==> config.mk <==
export PLATFORM = sky130hd
export DESIGN_NAME = c_result_drain
export DESIGN_NICKNAME = d
export VERILOG_FILES = /design/src/rtl/matrix_pkg.sv /design/src/rtl/sync_fifo.sv /design/src/rtl/c_result_drain.sv
export SDC_FILE = /design/constraint.sdc
export NUM_CORES = 1
export LEC_CHECK = 0
export ABC_AREA = 1
export CAP_MARGIN = 25
export CORE_AREA = 2 2 169 171
export DETAILED_ROUTE_END_ITERATION = 12
export DIE_AREA = 0 0 171 173
export GPL_TIMING_DRIVEN = 0
export PLACE_DENSITY = 0.56
export SYNTH_ARGS = -nofsm -noshare
export SYNTH_HDL_FRONTEND = slang
export SYNTH_SLANG_ARGS = --single-unit
==> constraint.sdc <==
create_clock -name clk -period 8.5 [get_ports clk]
set_input_delay 1.7 -clock clk [delete_from_list [all_inputs] [get_ports clk]]
set_output_delay 1.7 -clock clk [all_outputs]
set_load 0.1 [all_outputs]
==> src/rtl/matrix_pkg.sv <==
// matrix_pkg
// Shared types and constants for the matrix result path.
//   result_t      : signed result value, twice the operand width
//   drain_entry_t : one buffered result {data, addr, last}
//   drain_state_t : input-side frame tracker states
//   FRAME_LEN     : number of results in one frame (N*N)
// The DEF_* constants give the default build widths. Modules that take
// N and W as parameters size their own copies of these types.
package matrix_pkg;

   localparam int DEF_N = 2;
   localparam int DEF_W = 8;
   localparam int FRAME_LEN = DEF_N * DEF_N;

   typedef logic signed [2*DEF_W-1:0] result_t;

   typedef struct packed {
      result_t     data;
      logic [31:0] addr;
      logic        last;
   } drain_entry_t;

   typedef enum logic {
      IDLE = 1'b0,
      FILL = 1'b1
   } drain_state_t;

endpackage

==> src/rtl/sync_fifo.sv <==
// sync_fifo
// Single-clock FIFO with registered storage and a combinational head.
// Ports:
//   clk, reset      : clock, asynchronous active-high reset
//   push, wdata     : write request and data (ignored when full with no pop)
//   pop             : read request (ignored when empty)
//   rdata           : current head entry
//   full, empty     : occupancy status
//   count           : occupancy 0..DEPTH
// Pointers carry one extra bit so full and empty can be told apart.
module sync_fifo #(
   parameter int WIDTH = 8,
   parameter int DEPTH = 4
) (
   input  logic                     clk,
   input  logic                     reset,
   input  logic                     push,
   input  logic                     pop,
   input  logic [WIDTH-1:0]         wdata,
   output logic [WIDTH-1:0]         rdata,
   output logic                     full,
   output logic                     empty,
   output logic [$clog2(DEPTH):0]   count
);

   localparam int AW = $clog2(DEPTH);

   logic [WIDTH-1:0] mem [DEPTH];
   logic [AW:0]      wptr;
   logic [AW:0]      rptr;
   logic             do_pop;
   logic             do_push;

   assign empty   = (wptr == rptr);
   assign full    = (wptr[AW] != rptr[AW]) && (wptr[AW-1:0] == rptr[AW-1:0]);
   assign count   = wptr - rptr;
   assign do_pop  = pop && !empty;
   // A pop in the same cycle frees the slot, so a full FIFO can still accept.
   assign do_push = push && (!full || do_pop);
   assign rdata   = mem[rptr[AW-1:0]];

   always_ff @(posedge clk) begin
      if (do_push) begin
         mem[wptr[AW-1:0]] <= wdata;
      end
   end

   always_ff @(posedge clk or posedge reset) begin
      if (reset) begin
         wptr <= '0;
         rptr <= '0;
      end else begin
         if (do_push) wptr <= wptr + 1'b1;
         if (do_pop)  rptr <= rptr + 1'b1;
      end
   end

endmodule

==> src/rtl/c_result_drain.sv <==
// c_result_drain
// Buffers results from the control FSM's C write port and drains them to
// the host over a valid/ready stream, tagging each with its address and an
// end-of-frame marker. Sticky error flags report dropped writes, bad
// addresses and frames cut short by done_all.
// Ports:
//   clk, reset                      : clock, asynchronous active-high reset
//   write_en_C, write_addr_C, C_in  : result write port
//   done_all                        : completion indication from control FSM
//   m_valid/m_ready/m_data/m_addr/m_last : output stream
//   frame_done                      : pulse after the last entry of a frame leaves
//   fill_level                      : FIFO occupancy
//   overflow_err, addr_err, short_err : sticky error flags
//   sat_flag                        : sticky clamp indicator (C_DRAIN_SAT_EN only)
// Build option: define C_DRAIN_SAT_EN to clamp results to OUT_W signed bits
// at push time; OUT_W exists only in that build.
module c_result_drain
   import matrix_pkg::*;
#(
   parameter int N     = 2,
   parameter int W     = 8,
   parameter int DEPTH = 4
`ifdef C_DRAIN_SAT_EN
   , parameter int OUT_W = 12
`endif
) (
   input  logic                     clk,
   input  logic                     reset,
   input  logic                     write_en_C,
   input  logic [31:0]              write_addr_C,
   input  logic signed [2*W-1:0]    C_in,
   input  logic                     done_all,
   output logic                     m_valid,
   input  logic                     m_ready,
   output logic signed [2*W-1:0]    m_data,
   output logic [31:0]              m_addr,
   output logic                     m_last,
   output logic                     frame_done,
   output logic [$clog2(DEPTH):0]   fill_level,
   output logic                     overflow_err,
   output logic                     addr_err,
   output logic                     short_err
`ifdef C_DRAIN_SAT_EN
   , output logic                   sat_flag
`endif
);

   localparam logic [31:0] FRAME_LEN_L = 32'(N * N);

   typedef struct packed {
      logic signed [2*W-1:0] data;
      logic [31:0]           addr;
      logic                  last;
   } entry_t;

   drain_state_t          state;
   drain_state_t          state_next;
   logic [31:0]           frame_cnt;
   logic                  done_prev;
   logic                  done_rise;
   logic                  in_range;
   logic                  pop;
   logic                  push;
   logic                  push_last;
   logic                  short_set;
   logic                  fifo_full;
   logic                  fifo_empty;
   logic signed [2*W-1:0] store_data;
   logic                  sat_hit;
   entry_t                wr_entry;
   entry_t                head;

   assign in_range  = (write_addr_C < FRAME_LEN_L);
   assign pop       = m_valid && m_ready;
   assign push      = write_en_C && in_range && (!fifo_full || pop);
   assign push_last = push && (frame_cnt == FRAME_LEN_L - 1);
   assign done_rise = done_all && !done_prev;

   // Optional clamp to the OUT_W signed range before storing.
   always_comb begin
      store_data = C_in;
      sat_hit    = 1'b0;
`ifdef C_DRAIN_SAT_EN
      if (C_in > $signed((2*W)'((1 << (OUT_W-1)) - 1))) begin
         store_data = $signed((2*W)'((1 << (OUT_W-1)) - 1));
         sat_hit    = 1'b1;
      end else if (C_in < -$signed((2*W)'(1 << (OUT_W-1)))) begin
         store_data = -$signed((2*W)'(1 << (OUT_W-1)));
         sat_hit    = 1'b1;
      end
`endif
   end

   assign wr_entry = '{data: store_data, addr: write_addr_C, last: push_last};

   sync_fifo #(
      .WIDTH ($bits(entry_t)),
      .DEPTH (DEPTH)
   ) u_fifo (
      .clk   (clk),
      .reset (reset),
      .push  (push),
      .pop   (pop),
      .wdata (wr_entry),
      .rdata (head),
      .full  (fifo_full),
      .empty (fifo_empty),
      .count (fill_level)
   );

   // Head fields are gated so the stream reads all-zero while empty.
   assign m_valid = !fifo_empty;
   assign m_data  = fifo_empty ? '0 : head.data;
   assign m_addr  = fifo_empty ? '0 : head.addr;
   assign m_last  = fifo_empty ? 1'b0 : head.last;

   always_ff @(posedge clk or posedge reset) begin
      if (reset) state <= IDLE;
      else       state <= state_next;
   end

   // A push that completes the frame takes precedence over done_all.
   always_comb begin
      state_next = state;
      short_set  = 1'b0;
      case (state)
         IDLE: begin
            if (push && !push_last) state_next = FILL;
         end
         FILL: begin
            if (push_last) begin
               state_next = IDLE;
            end else if (done_rise) begin
               state_next = IDLE;
               short_set  = 1'b1;
            end
         end
         default: state_next = IDLE;
      endcase
   end

   always_ff @(posedge clk or posedge reset) begin
      if (reset) begin
         frame_cnt    <= '0;
         done_prev    <= 1'b0;
         frame_done   <= 1'b0;
         overflow_err <= 1'b0;
         addr_err     <= 1'b0;
         short_err    <= 1'b0;
      end else begin
         done_prev  <= done_all;
         frame_done <= pop && head.last;
         if (short_set)      frame_cnt <= '0;
         else if (push_last) frame_cnt <= '0;
         else if (push)      frame_cnt <= frame_cnt + 1'b1;
         if (write_en_C && in_range && fifo_full && !pop) overflow_err <= 1'b1;
         if (write_en_C && !in_range)                     addr_err     <= 1'b1;
         if (short_set)                                   short_err    <= 1'b1;
      end
   end

`ifdef C_DRAIN_SAT_EN
   always_ff @(posedge clk or posedge reset) begin
      if (reset)                sat_flag <= 1'b0;
      else if (push && sat_hit) sat_flag <= 1'b1;
   end
`else
   logic unused_sat;
   assign unused_sat = sat_hit;
`endif

endmodule
==> reports/results.ini <==
[die]
ios = 110
die_h_um = 173
start_util_pct = 39.61
num_rows = 61
dieArea_um2 = 29580
core_um2 = 27630
die_w_um = 171

[power]
total_leakage_power_nw = 5.055
p_per_area_nw_per_um2 = 376.7
ir_drop_mv = 0.3379

[synthesis]
ys_ff_latch = 240
synth_area_um2 = 10940
syn-num-nets = 1155
synth_area_per_cell_um2 = 10.01
ys.warnings.count = 0
synth-seq-area-share_pct = 63.85
synth_cell_types = 33
synth_cells = 1093

[placed_design]
post-dp-hpwl_um = 18450
routabilityCongestion = 0.9328
dp_slack_ps = 2726
place_area_um2 = 12630
port_buffers = 109

[global_routing]
grt_max_degree = 35
antenna_found_initial = 1
grt_overflow_total = 0
grt_usage_pct = 19.04
grt_pass1_vias = 7791
grt_pass1_wl_um = 44000

[detailed_routing]
wl_per_cell_um = 17.33
drtAntennaViolNets = 0
drt-initial-drc-count = 577
drc_errors = 0
vias = 8228
avgViaCountPerCell = 5.026
firstDrtPassIters = 5
drt_wl_total_um = 28370

[cts]
numCtsBuffers = 28
cts_tree = built
ctsHoldBuffers = 0
cts_max_level = 1
cts_resized = 0
cts_setup_buffers = 0
cts_max_path_buffers = 3
clock_sinks = 240
root_buffer = clkbuf_16
insertion_delay_ps = 560
clk_pin_slew_ps = 60

[worst_setup_path]
worstSetupPathType = register to output port
crit_family = buffers and inverters
crit_arrival_ps = 4670
crit_slowest_cell = clkdlybuf4s50_1
crit_chain = clkinv_1, clkbuf_1, ha_1, nand2_1, nor2_1, clkbuf_1, a21oi_1, clkdlybuf4s50_1
cp_max_fo = 10
critPathMaxStageDelay_ps = 1020
worst_setup_path_end_kind = output port
critPathRequiredTime_ps = 6800
cp_num_buf_inv = 4
cpMostUsedCell = clkbuf_1
startpoint_type = register

[timing]
worst_slack_ps = 2132
slew_headroom_pct = 29.06
max_freq_mhz = 157.0
hold_viol = 0
rsz0062_at_grt = false
worstMarginPinSlew_ps = 1061
fin_setup_tns_ps = 0
finalSetupViolCount = 0
period_share_pct = 74.92
worst_clock_skew_ps = 25.79
period_minus_slack_ps = 6369
maxSlewViolCount = 0

[cells_and_area]
drive_gt1_share_pct = 7.631
finalInstanceArea_um2 = 13500
fin_nets = 1299
fillers = 2599
syn2layout_area_growth_pct = 23.39

[worst_hold_path]
min_path_type = register to register

[run_status]
outcome = completed

[flow_run]
cap_violations = 0

[worst reg2reg max path, delay by kind of cell, from the launching register on]
kind                     cells  cell delay, ps
AND/OR/NAND/NOR              3             980
buffers and inverters        4            1200
flip-flops                   1             570
adder cells (fa/ha/maj)      1             400
[logic make-up after synthesis]
| group | Yosys count | share of synthesized area, % |
|---|---|---|
| flip-flops | 240 | 63.85 |
| XOR/XNOR | 19 | 1.589 |
| AO/OA/AOI/OAI | 157 | 7.295 |
| AND/OR/NAND/NOR | 549 | 21.48 |
| buffers and inverters | 119 | 4.688 |
| adder cells (fa/ha/maj) | 9 | 1.098 |
[metal layers]
layer  track usage [%]  vias to the layer above  share of wire (%)
li1                  -                     4003                  -
met1             28.51                     3949                 48
met2             29.84                      238                 45
met3             2.518                       36                5.3
met4             3.602                        2                1.3
met5                 0                        -              0.028
[cell type report]
type                            instances  area, um^2  area share [%]
Buffer                                 54       269.0           1.992
Clock inverter                         13       132.6          0.9822
Inverter                               65       244.0           1.807
Tap cell                              378       473.0           3.503
Multi-Input combinational cell        734        3466           25.67
Timing Repair Buffer                  114        1191           8.821
Sequential cell                       240        6987           51.74
Antenna cell                            1       2.502         0.01853
Clock buffer                           38       738.2           5.467
[worst paths after layout]
| check | from | end | slack [ps] | depth (start not counted) |
|---|---|---|---|---|
| worst min-delay path | short_err | short_err | 470 | 2 |
| worst max-delay path | u_fifo.rptr[1] | m_addr[17] | 2130 | 8 |
| max in group asynchronous | reset | frame_cnt[27] | 6600 | 3 |
| worst min register to register | short_err | short_err | 470 | 2 |
| min in group asynchronous | reset | frame_done | 1400 | 2 |
| worst max register to register | u_fifo.rptr[1] | u_fifo.mem[3][8] | 5000 | 8 |
[cell usage after synthesis, drive strengths merged]
library cell | instances | area share, %
a21oi | 49 | 2.2
a32o | 1 | 0.091
xnor2 | 3 | 0.24
and2 | 2 | 0.11
o21bai | 3 | 0.21
ha | 8 | 0.91
nor2 | 292 | 11
inv | 63 | 2.2
xor2 | 16 | 1.3
clkinv | 2 | 0.069
buf | 34 | 1.7
fa | 1 | 0.18
nand3 | 61 | 2.9
nand4 | 39 | 2.3
dfrtp | 44 | 10
o21ai | 104 | 4.8
edfxtp | 196 | 54
nand2 | 152 | 5.3
clkbuf | 20 | 0.71
nor3 | 1 | 0.046
nand3b | 2 | 0.14
[report_power, final]
part / internal (mW) / switching [mW]
clock: 0.668 / 0.468
combinational: 0.568 / 2.09
sequential: 1.28 / 0.0142
[stage by stage]
step | hold WS (ps) | util, % | total power, mW | instances
3_3_place_gp | 453.1 | 45.27 | 3.978 | 1580
4_1_cts | 477.6 | 48.86 | 5.131 | 1636
2_1_floorplan | 468.8 | - | 3.292 | 1093
5_1_grt | 502.4 | 48.86 | 5.285 | 1636
3_5_place_dp | 459.7 | 45.71 | 3.985 | 1585
6_report | 466.0 | 48.87 | 5.087 | 1637
[flip-flops by register name (all words and copies together), names as in the netlist]
| name | cells |
|---|---|
| frame_done | 1 |
| u_fifo.wptr | 3 |
| u_fifo.mem | 196 |
| done_prev | 1 |
| addr_err | 1 |
| u_fifo.rptr | 3 |
| state | 1 |
| frame_cnt | 32 |
| overflow_err | 1 |
| short_err | 1 |
[placed cells by master, fill, tap and decap left out, types with 2 or more instances in the layout]
cell / count
buf_12: 5
ha_1: 8
xor2_1: 15
nor2_1: 273
nand3b_1: 2
nand3_1: 58
buf_2: 18
clkdlybuf4s50_1: 109
bufinv_16: 2
clkinv_1: 8
inv_2: 2
clkbuf_16: 28
o21bai_1: 3
clkbuf_2: 2
buf_6: 4
clkbuf_1: 28
nand4_2: 2
buf_1: 9
nor2_4: 8
o21ai_0: 104
nand3_2: 3
buf_4: 3
nand2_1: 150
and2_1: 2
clkinv_2: 4
nand4_1: 37
inv_1: 61
a21oi_1: 49
dfrtp_1: 44
xnor2_1: 3
edfxtp_1: 196
nor2_2: 11
No activity file was read; power rests on OpenSTA's default activity.
